===== config.mk =====
export PLATFORM = sky130hd
export DESIGN_NAME = settle_detector
export DESIGN_NICKNAME = d
export VERILOG_FILES = /design/src/rtl/settle_pkg.sv /design/src/rtl/settle_detector_band_compare.sv /design/src/rtl/settle_detector.sv
export SDC_FILE = /design/constraint.sdc
export NUM_CORES = 1
export LEC_CHECK = 0
export CORE_ASPECT_RATIO = 0.5
export CORE_MARGIN = 1
export CORE_UTILIZATION = 43
export DETAILED_ROUTE_END_ITERATION = 10
export PLACE_DENSITY = 0.77
export SETUP_SLACK_MARGIN = 0.3
export SLEW_MARGIN = 20
export SYNTH_ARGS = -nofsm -noshare
export SYNTH_HDL_FRONTEND = slang
export SYNTH_SLANG_ARGS = --single-unit

===== constraint.sdc =====
create_clock -name clk -period 16 [get_ports clk]
set_input_delay 3.2 -clock clk [delete_from_list [all_inputs] [get_ports clk]]
set_output_delay 3.2 -clock clk [all_outputs]
set_load 0.1 [all_outputs]

===== src/rtl/settle_pkg.sv =====
// settle_pkg: shared types and default sizes for the settling-time monitor
package settle_pkg;
  typedef enum logic [1:0] {IDLE, OUT_BAND, IN_BAND} state_t;
  localparam int DEF_WIDTH = 18;
  localparam int DEF_CNT_WIDTH = 16;
  localparam logic [DEF_WIDTH-1:0] DEF_MOST_NEG = {1'b1, {(DEF_WIDTH-1){1'b0}}};
endpackage


===== src/rtl/settle_detector_band_compare.sv =====
// band_compare: flags a sample lying within tol of target, using one extra bit so extreme operands cannot wrap
module band_compare #(
  parameter int WIDTH = 18
) (
  input  logic signed [WIDTH-1:0] v_in,
  input  logic signed [WIDTH-1:0] target,
  input  logic        [WIDTH-1:0] tol,
  output logic                    in_band
);
  logic signed [WIDTH:0] err;
  logic        [WIDTH:0] mag;
  // widened difference, magnitude and inclusive band compare
  always_comb begin
    err = {v_in[WIDTH-1], v_in} - {target[WIDTH-1], target};
    mag = err[WIDTH] ? -err : err;
    in_band = mag <= {1'b0, tol};
  end
endmodule


===== src/rtl/settle_detector.sv =====
// settle_detector: measures settling time, peak and timeout of a sample stream after a start pulse
module settle_detector
  import settle_pkg::*;
#(
  parameter int WIDTH = DEF_WIDTH,
  parameter int EXPONENT = -12,
  parameter int HOLD_CYCLES = 16,
  parameter int TIMEOUT_CYCLES = 4096,
  parameter int CNT_WIDTH = DEF_CNT_WIDTH
) (
  input  logic                        clk,
  input  logic                        rst,
  input  logic                        start,
  input  logic signed [WIDTH-1:0]     v_in,
  input  logic signed [WIDTH-1:0]     target,
  input  logic        [WIDTH-1:0]     tol,
  output logic                        busy,
  output logic                        done,
  output logic                        settled,
  output logic        [CNT_WIDTH-1:0] settle_time,
  output logic signed [WIDTH-1:0]     peak
);
  localparam logic signed [WIDTH-1:0] MOST_NEG = {1'b1, {(WIDTH-1){1'b0}}};
  if (HOLD_CYCLES < 2 || TIMEOUT_CYCLES < 2 || TIMEOUT_CYCLES > 2**CNT_WIDTH - 1 || EXPONENT < -65536) begin : g_bad_params
    $error("settle_detector: parameter out of legal range");
  end
  state_t state;
  logic in_band, settle_now, timeout_now;
  logic [CNT_WIDTH-1:0] elapsed, hold, entry;
  band_compare #(.WIDTH(WIDTH)) u_band (
    .v_in(v_in),
    .target(target),
    .tol(tol),
    .in_band(in_band)
  );
  assign settle_now = state == IN_BAND && in_band && hold + 1'b1 == CNT_WIDTH'(HOLD_CYCLES);
  assign timeout_now = elapsed == CNT_WIDTH'(TIMEOUT_CYCLES - 1);
  // measurement FSM with peak tracking; settling beats timeout on the same sample
  always_ff @(posedge clk) begin
    if (rst) begin
      state <= IDLE;
      busy <= 1'b0;
      done <= 1'b0;
      settled <= 1'b0;
      settle_time <= '0;
      peak <= '0;
      elapsed <= '0;
      hold <= '0;
      entry <= '0;
    end else begin
      done <= 1'b0;
      if (state == IDLE) begin
        if (start) begin
          state <= OUT_BAND;
          busy <= 1'b1;
          elapsed <= '0;
          hold <= '0;
          peak <= MOST_NEG;
          settled <= 1'b0;
        end
      end else begin
        peak <= v_in > peak ? v_in : peak;
        elapsed <= elapsed + 1'b1;
        if (settle_now || timeout_now) begin
          state <= IDLE;
          busy <= 1'b0;
          done <= 1'b1;
          settled <= settle_now;
          settle_time <= settle_now ? entry : '1;
        end else if (state == OUT_BAND) begin
          if (in_band) begin
            entry <= elapsed;
            hold <= CNT_WIDTH'(1);
            state <= IN_BAND;
          end
        end else begin
          hold <= in_band ? hold + 1'b1 : '0;
          state <= in_band ? IN_BAND : OUT_BAND;
        end
      end
    end
  end
endmodule


==> reports/results.tsv, run 1 <==
metric	value	unit
global_route.overflow_total	0	
hold_ep	settle_time[0]	
dr.first_iter.drc_count	348	
hold_ws	453	ps
buffer_ports.inserted	93	
boundaryPins	94	
synth_ff_type	sky130_fd_sc_hd__dfxtp_1	
hold_depth	2	
max_slew.worst_pin.slew	1050	ps
switchingPower	0.315	mW
clock_tree.buffer_depth	2	
post_cts.repair.setup_buffers	0	
die-height	88.5	um
drv_slew	0	
grt_pass1_wl	24.7	mm
synthDistinctLibCells	69	
wirelength	14.8	mm
hold_path_startpoint	settle_time[0]	
synth_seq_area_share	27.1	%
grt_max_degree	86	
synth.ff_latch_count	87	
fill_cell_count	1337	
tritoncts	done	
cts.clk_slew.worst_paths	70	ps
setup_repair_after_global_routing_missed_its_margin	no	
critPathRequiredTime	16230	ps
post_synth_instance_area	6440	sq um
hold_class	flop to flop	
multi_input_comb_area	4240	sq um
antenna_cells	0	
cts_resized	0	
detailedRoute.firstPassIterationCount	5	
postSynthNetCount	909	
cts_made_buffers	9	
pwr-share-clk	27.4	%
detailed_place_hpwl	11.2	mm
antenna_found_initial	0	
critical_path_arrival	9360	ps
core_region_area	14500	sq um
timing.final.crit_period	9130	ps
routed-via-count	5921	
power.density_cell_area	98.4	nW/um^2
hold_buffer_count_at_cts	0	
layout-drive-gt1-share	5.86	%
reg2reg_slack	12200	ps
h-tree-depth	3	
routed_via_density	5.54	
seq_area	1740	sq um
r2r_end	hold[4]	
internal_power	0.451	mW
achievable_frequency	0.110	GHz
r2r.worst_path.cells	11	
finalSetupViolations	0	
die_width	175	um
synthArstFlopShare	0	%
timing.clock.skew	8.80	ps
worst_setup_path_end_kind	flop	
avgSynthCellArea	8.12	sq um
layout-area-overhead-vs-synth	20.9	%
post-route-drc-count	0	
power_leakage	3.02	nW
first_global_vias	5324	
finalNetCount	982	
edff_count_synth	0	
row_count	31	
grtUsageTotal	19.2	%
peakVddDrop	0.0541	mV
clock_insertion_delay_worst_skew	350	ps
power.share.combinational	41.4	%
worstReg2RegStart	hold[0]	
critical_path.startpoint_type	input port	
run_status	finished clean	
setup_tns	0	ps
max_cap_viol_count	0	
netSwitchingFraction	41.1	%
floorplan_die_area	15500	sq um
hold_viol_final	0	
drt.antenna.violating_nets	0	
crit_fanout	19	
cts_num_sinks	87	
wl_per_cell	13.8	um
initial_utilization	44.3	%
proportion_of_power_drawn_by_flip_flops_and_latches	31.2	%
syn_inst	793	
routabilityCongestion	0.847	
yosysWarnings	0	
period_share	57.0	%
setup.worst_path.class	input port to flop	
slew_headroom	30.0	%
cts.root.buffer_cell	sky130_fd_sc_hd__clkbuf_16	
synth_stat cells, types with 8 or more instances:
master,instances,share of area (%)
sky130_fd_sc_hd__o21ai_0,35,2.7
sky130_fd_sc_hd__nor2b_1,12,1.2
sky130_fd_sc_hd__and3_1,15,1.5
sky130_fd_sc_hd__a21oi_1,53,4.1
sky130_fd_sc_hd__and4_1,8,1.1
sky130_fd_sc_hd__inv_1,82,4.8
sky130_fd_sc_hd__a21o_1,13,1.5
sky130_fd_sc_hd__nor3_1,13,1.0
sky130_fd_sc_hd__nand2_1,37,2.2
sky130_fd_sc_hd__dfxtp_1,87,27
sky130_fd_sc_hd__or2_2,8,0.78
sky130_fd_sc_hd__nor2_1,56,3.3
sky130_fd_sc_hd__nand3_1,28,2.2
sky130_fd_sc_hd__xor2_1,20,2.7
sky130_fd_sc_hd__nand4_1,32,3.1
sky130_fd_sc_hd__xnor2_1,22,3.0
sky130_fd_sc_hd__clkbuf_1,31,1.8
sky130_fd_sc_hd__a211oi_1,18,2.1
sky130_fd_sc_hd__ha_1,58,11
sky130_fd_sc_hd__o21a_1,9,1.0
sky130_fd_sc_hd__nand2b_1,36,3.5
sky130_fd_sc_hd__a221o_1,8,1.2
sky130_fd_sc_hd__mux2i_1,17,2.6
sky130_fd_sc_hd__nor4_1,8,0.78
how the worst max path moves through the flow:
| stage | startpoint | end | slack (ps) |
|---|---|---|---|
| 2_1_floorplan | v_in[0] | hold[7] | 7840 |
| 3_3_place_gp | v_in[0] | hold[4] | 6760 |
| 3_5_place_dp | v_in[0] | hold[4] | 6510 |
| 4_1_cts | v_in[0] | hold[4] | 6860 |
| 5_1_grt | v_in[0] | settle_time[11] | 6350 |
| 6_report | v_in[0] | hold[4] | 6870 |
registers in the layout, indices dropped and copies added, names as in the netlist:
name	count
busy	1
done	1
elapsed	16
entry	16
hold	16
peak	18
settle_time	16
settled	1
state	2
critical path: stages:
cell and delay [ps]:
sky130_fd_sc_hd__clkdlybuf4s50_1 420, sky130_fd_sc_hd__inv_1 100, sky130_fd_sc_hd__ha_1 180, sky130_fd_sc_hd__inv_1 50, sky130_fd_sc_hd__fa_1 410, sky130_fd_sc_hd__a21o_1 230
sky130_fd_sc_hd__a21oi_2 160, sky130_fd_sc_hd__xnor2_1 150, sky130_fd_sc_hd__a2111oi_4 420, sky130_fd_sc_hd__nand3_2 190, sky130_fd_sc_hd__nor3_1 320, sky130_fd_sc_hd__nor3b_1 470
sky130_fd_sc_hd__nand2_1 100, sky130_fd_sc_hd__o21ai_0 200, sky130_fd_sc_hd__xnor2_1 90, sky130_fd_sc_hd__ha_1 200, sky130_fd_sc_hd__a21o_1 170, sky130_fd_sc_hd__a21o_1 180
sky130_fd_sc_hd__nor2_1 90, sky130_fd_sc_hd__o211ai_1 90, sky130_fd_sc_hd__o21ai_1 400, sky130_fd_sc_hd__inv_1 160, sky130_fd_sc_hd__a211oi_4 620, sky130_fd_sc_hd__o21ai_2 390
sky130_fd_sc_hd__a32o_1 360
area by class of cell:
cell class / instances / area share (%)
inverters: 82 / 3.95
clock buffers: 9 / 2.89
multi-input cells: 589 / 54.4
clock inverters: 7 / 0.932
well taps: 198 / 3.18
repair buffers: 97 / 12.3
flip-flops and latches: 87 / 22.4
logic make-up (layout without fill, tap and decap cells):
| kind of cell | after synthesis | in the layout | share of synthesized area [%] |
|---|---|---|---|
| and+or+nand+nor | 277 | 277 | 24.3 |
| AOI/OAI and AO/OA | 192 | 192 | 21.1 |
| buffers and inverters | 117 | 195 | 7.17 |
| DFF | 87 | 87 | 27.1 |
| adders and majority gates | 59 | 59 | 11.6 |
| xor gates and xnor gates | 43 | 43 | 5.97 |
| muxes | 18 | 18 | 2.82 |
per-stage QoR:
| step | instances | total power [mW] | utilization, % | area, sq um | worst slack, ps |
|---|---|---|---|---|---|
| floorplan | 793 | 0.487 | - | 6440 | 7840 |
| global placement | 1053 | 0.551 | 51.5 | 7490 | 6760 |
| detailed placement | 1053 | 0.558 | 51.5 | 7490 | 6510 |
| CTS | 1069 | 0.768 | 53.5 | 7790 | 6860 |
| global route | 1069 | 0.810 | 53.5 | 7790 | 6350 |
| finish | 1069 | 0.766 | 53.5 | 7790 | 6870 |
layer usage:
| layer | GRT usage [%] | share of wire (%) | vias to the layer above |
|---|---|---|---|
| met5 | 0 | 0 | - |
| met4 | 4.58 | 0.96 | 0 |
| met3 | 3.57 | 3.8 | 12 |
| met2 | 31.3 | 45 | 127 |
| met1 | 26.4 | 50 | 2801 |
| li1 | - | - | 2981 |
power groups by stage:
stage | logic, mW | clock network [mW] | registers (mW)
finish | 0.317 | 0.210 | 0.239
global route | 0.347 | 0.222 | 0.241
CTS | 0.316 | 0.213 | 0.239
detailed placement | 0.314 | 0 | 0.244
global placement | 0.307 | 0 | 0.244
floorplan | 0.186 | 0 | 0.300
cells in the final DEF (no fill, tap or decap), types with 12 or more instances in the layout:
| cell type | n |
|---|---|
| sky130_fd_sc_hd__nor3_1 | 13 |
| sky130_fd_sc_hd__a211oi_1 | 18 |
| sky130_fd_sc_hd__nor2_1 | 56 |
| sky130_fd_sc_hd__nand2b_1 | 36 |
| sky130_fd_sc_hd__inv_1 | 82 |
| sky130_fd_sc_hd__a21oi_1 | 53 |
| sky130_fd_sc_hd__and3_1 | 15 |
| sky130_fd_sc_hd__nand4_1 | 32 |
| sky130_fd_sc_hd__a21o_1 | 13 |
| sky130_fd_sc_hd__clkdlybuf4s50_1 | 92 |
| sky130_fd_sc_hd__xnor2_1 | 22 |
| sky130_fd_sc_hd__mux2i_1 | 17 |
| sky130_fd_sc_hd__nor2b_1 | 12 |
| sky130_fd_sc_hd__dfxtp_1 | 87 |
| sky130_fd_sc_hd__nand2_1 | 37 |
| sky130_fd_sc_hd__nand3_1 | 28 |
| sky130_fd_sc_hd__xor2_1 | 20 |
| sky130_fd_sc_hd__ha_1 | 58 |
| sky130_fd_sc_hd__o21ai_0 | 35 |
Power figures use the tool's default switching activity.
==> run 2, diff against run 1 <==
--- a/config.mk
+++ b/config.mk
@@ -9,7 +9,7 @@
 export CORE_MARGIN = 1
 export CORE_UTILIZATION = 43
 export DETAILED_ROUTE_END_ITERATION = 10
-export PLACE_DENSITY = 0.77
+export PLACE_DENSITY = 0.79
 export SETUP_SLACK_MARGIN = 0.3
 export SLEW_MARGIN = 20
 export SYNTH_ARGS = -nofsm -noshare
==> constraint.sdc (replaced) <==
create_clock -name clk -period 8 [get_ports clk]
set_input_delay 1.6 -clock clk [delete_from_list [all_inputs] [get_ports clk]]
set_output_delay 1.6 -clock clk [all_outputs]
set_load 0.1 [all_outputs]
==> reports/results.tsv, run 2 (same netlist as run 1, synthesis figures left out) <==
metric	value	unit
run_status	finished clean	
grtUsageTotal	20.1	%
largest_register	peak	
first_global_vias	5455	
grt_max_degree	86	
fill_cell_count	1375	
period_share	89.5	%
antenna_found_initial	0	
routed_via_density	5.58	
global_route.overflow_total	0	
cts.clk_slew.worst_paths	80	ps
hold_ws	453	ps
routed-via-count	5974	
cell_by_cell_trace_of_the_critical_path	clkdlybuf4s50_1, inv_1, ha_1, inv_1, fa_1, a21o_1, a21oi_2, xnor2_1, a2111oi_4, nand3_2, nor3_1, nor3b_1, a31oi_1, xor2_1, ha_1, a21o_1, a21o_1, nor2_1, o211ai_1, o21ai_1, inv_1, a211oi_4, o21ai_2, a32o_1	
cp.buffers_inverters	4	
die_width	175	um
critPathRequiredTime	8240	ps
hold_buffer_count_at_cts	0	
timing.clock.skew	11.0	ps
cts.root.buffer_cell	sky130_fd_sc_hd__clkbuf_16	
hold_class	flop to flop	
peakVddDrop	0.114	mV
detailedRoute.firstPassIterationCount	5	
max_cap_viol_count	0	
worst_path_max_delay_cell	sky130_fd_sc_hd__clkdlybuf4s50_1	
final_area	7810	sq um
power_leakage	3.04	nW
layout-drive-gt1-share	6.19	%
initial_utilization	44.3	%
dr.first_iter.drc_count	398	
path_delay_family	compound AO/OA/AOI/OAI gates	
setup_tns	0	ps
final_cell_mix	92 x sky130_fd_sc_hd__clkdlybuf4s50_1, 87 x sky130_fd_sc_hd__dfxtp_1, 82 x sky130_fd_sc_hd__inv_1	
boundaryPins	94	
clock_insertion_delay_worst_skew	340	ps
timing.critical_path.slowest_cell_delay	420	ps
grt_pass1_wl	25.8	mm
largest_reg_flops	18	
power.density_cell_area	198	nW/um^2
slew_headroom	30.4	%
finalNetCount	984	
internal_power	0.903	mW
worst_setup_path_end_kind	flop	
clock_tree.buffer_depth	2	
row_count	31	
max_slew.worst_pin.slew	1040	ps
cts_num_sinks	87	
critical_path_arrival	7390	ps
achievable_frequency	0.140	GHz
post-route-drc-count	0	
floorplan_die_area	15500	sq um
routabilityCongestion	0.869	
cts_made_buffers	9	
wirelength	15.5	mm
detailed_place_hpwl	11.7	mm
die-height	88.5	um
antenna_cells	0	
layout-area-overhead-vs-synth	21.3	%
tritoncts	done	
setup_repair_after_global_routing_missed_its_margin	no	
placed_area	7500	sq um
proportion_of_power_drawn_by_flip_flops_and_latches	31.0	%
setup.worst_path.class	input port to flop	
timing.final.crit_period	7160	ps
finalSetupViolations	0	
switchingPower	0.639	mW
critical_path.startpoint_type	input port	
reg2reg_slack	4450	ps
power.share.combinational	41.4	%
core_region_area	14500	sq um
wl_per_cell	14.4	um
drt.antenna.violating_nets	0	
h-tree-depth	3	
drv_slew	0	
layout_commonest_cell	sky130_fd_sc_hd__clkdlybuf4s50_1	
netSwitchingFraction	41.4	%
pwr-share-clk	27.5	%
layout.core_utilization	53.7	%
crit_fanout	19	
buffer_ports.inserted	93	
hold_viol_final	0	
## run 2: cell types whose count changed in the layout (fill, tap and decap cells not counted)
cell,delta
sky130_fd_sc_hd__buf_4,+2
sky130_fd_sc_hd__nor3b_1,-1
sky130_fd_sc_hd__nor3b_2,+1
## run 2: power groups by stage
| stage | combinational [mW] | clock (mW) | sequential, mW |
|---|---|---|---|
| after detailed placement | 0.633 | 0 | 0.488 |
| after CTS | 0.636 | 0.430 | 0.478 |
| after floorplan | 0.373 | 0 | 0.601 |
| final | 0.639 | 0.425 | 0.479 |
| after global routing | 0.697 | 0.451 | 0.482 |
| after global placement | 0.614 | 0 | 0.487 |
## run 2: path summary, 6_finish.rpt
kind                                      start              end  cells past startpoint
worst min register to register  settle_time[12]  settle_time[12]                      2
worst min-delay path            settle_time[12]  settle_time[12]                      2
worst max register to register          hold[0]          hold[4]                     11
worst max-delay path                    v_in[0]          hold[4]                     24
## run 2: area by class of cell
class	count	area (sq um)	area share, %
Clock inverter	7	72.6	0.929
Inverter	82	308	3.94
Timing Repair Buffer	99	971	12.4
Clock buffer	9	225	2.88
Multi-Input combinational cell	589	4240	54.3
Sequential cell	87	1740	22.3
Tap cell	198	248	3.17
## run 2: timing repair
action,4_1_cts,5_1_grt
setup endpoints to repair,0,31
gates resized for setup,0,1
setup buffers,0,0
## run 2: worst min-delay path, cell delays in order, from the launching register on
cell and delay [ps]:
sky130_fd_sc_hd__dfxtp_1 310, sky130_fd_sc_hd__inv_1 50, sky130_fd_sc_hd__a211oi_1 50
## run 2: through the flow
stage	setup WS, ps	cells	power, mW
floorplan	1440	793	0.973
global placement	669	1055	1.10
detailed placement	397	1055	1.12
CTS	740	1071	1.54
global route	313	1071	1.63
finish	843	1071	1.54
## run 2: layer usage
metal	wire (um)	track usage, %	share of wire, %
met1	7640	27.0	49
met2	7200	34.6	47
met3	501	3.22	3.2
met4	128	4.11	0.83
met5	0	0	0
==> run 3, diff against run 2 <==
--- a/config.mk
+++ b/config.mk
@@ -5,11 +5,14 @@
 export SDC_FILE = /design/constraint.sdc
 export NUM_CORES = 1
 export LEC_CHECK = 0
+export CELL_PAD_IN_SITES_DETAIL_PLACEMENT = 0
+export CELL_PAD_IN_SITES_GLOBAL_PLACEMENT = 1
 export CORE_ASPECT_RATIO = 0.5
 export CORE_MARGIN = 1
 export CORE_UTILIZATION = 43
 export DETAILED_ROUTE_END_ITERATION = 10
-export PLACE_DENSITY = 0.79
+export PLACE_DENSITY = 0.95
+export REMOVE_ABC_BUFFERS = 1
 export SETUP_SLACK_MARGIN = 0.3
 export SLEW_MARGIN = 20
 export SYNTH_ARGS = -nofsm -noshare
==> constraint.sdc (replaced) <==
create_clock -name clk -period 8.3 [get_ports clk]
set_input_delay 1.66 -clock clk [delete_from_list [all_inputs] [get_ports clk]]
set_output_delay 1.66 -clock clk [all_outputs]
set_load 0.1 [all_outputs]
==> reports/results.tsv, run 3 (same netlist as run 1, synthesis figures left out) <==
metric	value	unit
run_status	finished clean	
timing.clock.skew	12.8	ps
first_global_vias	5474	
h-tree-depth	3	
final_cell_mix	92 x sky130_fd_sc_hd__clkdlybuf4s50_1, 87 x sky130_fd_sc_hd__dfxtp_1, 82 x sky130_fd_sc_hd__inv_1	
r2r_end	hold[4]	
timing.final.crit_period	7320	ps
worstReg2RegStart	hold[0]	
die-height	88.5	um
antenna_found_initial	0	
largest_reg_flops	18	
tritoncts	done	
placed_cell_count	1054	
critical_path.startpoint_type	input port	
finalSetupViolations	0	
cts.clk_slew.worst_paths	70	ps
clock_tree.buffer_depth	2	
layout.core_utilization	53.7	%
max_slew.worst_pin.slew	1020	ps
cts_num_sinks	87	
hold_viol_final	0	
layout_commonest_cell	sky130_fd_sc_hd__clkdlybuf4s50_1	
layout-drive-gt1-share	6.08	%
cts_made_buffers	9	
grt_pass1_wl	26.4	mm
reg2reg_slack	4760	ps
setup_repair_after_global_routing_missed_its_margin	no	
drt.antenna.violating_nets	0	
antenna_cells	0	
finalNetCount	983	
max_cap_viol_count	0	
drv_slew	0	
power.density_cell_area	193	nW/um^2
post_cts.repair.setup_buffers	0	
largest_register	peak	
detailedRoute.firstPassIterationCount	4	
row_count	31	
global_route.overflow_total	0	
critical_path_arrival	7590	ps
period_share	88.2	%
layout-area-overhead-vs-synth	21.4	%
cts.root.buffer_cell	sky130_fd_sc_hd__clkbuf_16	
critPathRequiredTime	8570	ps
slew_headroom	31.5	%
detailed_place_hpwl	11.8	mm
core_region_area	14500	sq um
wirelength	15.6	mm
hold_depth	2	
boundaryPins	94	
peakVddDrop	0.131	mV
grt_max_degree	86	
routed-via-count	5883	
hold_class	flop to flop	
instances_no_fill	1070	
wl_per_cell	14.6	um
achievable_frequency	0.137	GHz
buffer_ports.inserted	93	
die_width	175	um
power_leakage	3.03	nW
worst_path_max_delay_cell	sky130_fd_sc_hd__a21boi_0	
clock_insertion_delay_worst_skew	350	ps
r2r.worst_path.cells	12	
crit_fanout	7	
timing.critical_path.slowest_cell_delay	690	ps
worst_setup_path_end_kind	flop	
routed_via_density	5.50	
setup_tns	0	ps
grtUsageTotal	20.9	%
initial_utilization	44.3	%
hold_buffer_count_at_cts	0	
floorplan_die_area	15500	sq um
dr.first_iter.drc_count	330	
post-route-drc-count	0	
setup.worst_path.class	input port to flop	
cts_resized	0	
hold_ep	settle_time[4]	
hold_path_startpoint	settle_time[4]	
routabilityCongestion	0.908	
-- run 3: worst max path at each step --
stage | from | endpoint | cells past startpoint
finish | v_in[0] | hold[14] | 26
floorplan | v_in[0] | entry[0] | 21
detailed placement | v_in[0] | hold[10] | 26
CTS | v_in[0] | hold[14] | 26
global route | v_in[0] | hold[14] | 26
global placement | v_in[0] | hold[13] | 26
-- run 3: layout make-up --
| class | instances | area [sq um] |
|---|---|---|
| repair buffers | 98 | 963 |
| flip-flops and latches | 87 | 1740 |
| multi-input cells | 589 | 4240 |
| fillers | 1388 | 6730 |
| clock buffers | 9 | 225 |
| inverters | 82 | 308 |
| clock inverters | 7 | 90.1 |
| well taps | 198 | 248 |
-- run 3: power breakdown --
group	internal (mW)	switching [mW]
registers	0.440	0.0224
clock network	0.240	0.189
logic	0.217	0.401
total	0.897	0.612
-- run 3: per-stage QoR --
stage	cell area (sq um)	setup slack [ps]	total power, mW	hold slack, ps
after floorplan	6280	1380	0.921	448
after global placement	7500	852	1.07	439
after detailed placement	7500	713	1.08	449
after CTS	7810	1030	1.52	460
after global routing	7810	446	1.59	477
final	7810	978	1.51	453
-- run 3: critical path, delay by kind of cell --
family,cells,cell delay [ps]
xor gates and xnor gates,2,260
AOI/OAI and AO/OA,10,2640
adders and majority gates,3,790
buffers and inverters,4,720
and+or+nand+nor,7,1520
-- run 3: layer usage --
metal	global-route usage [%]	wire length, um
met1	27.7	7750
met2	35.8	7150
met3	4.21	633
met4	3.79	102
met5	0	0
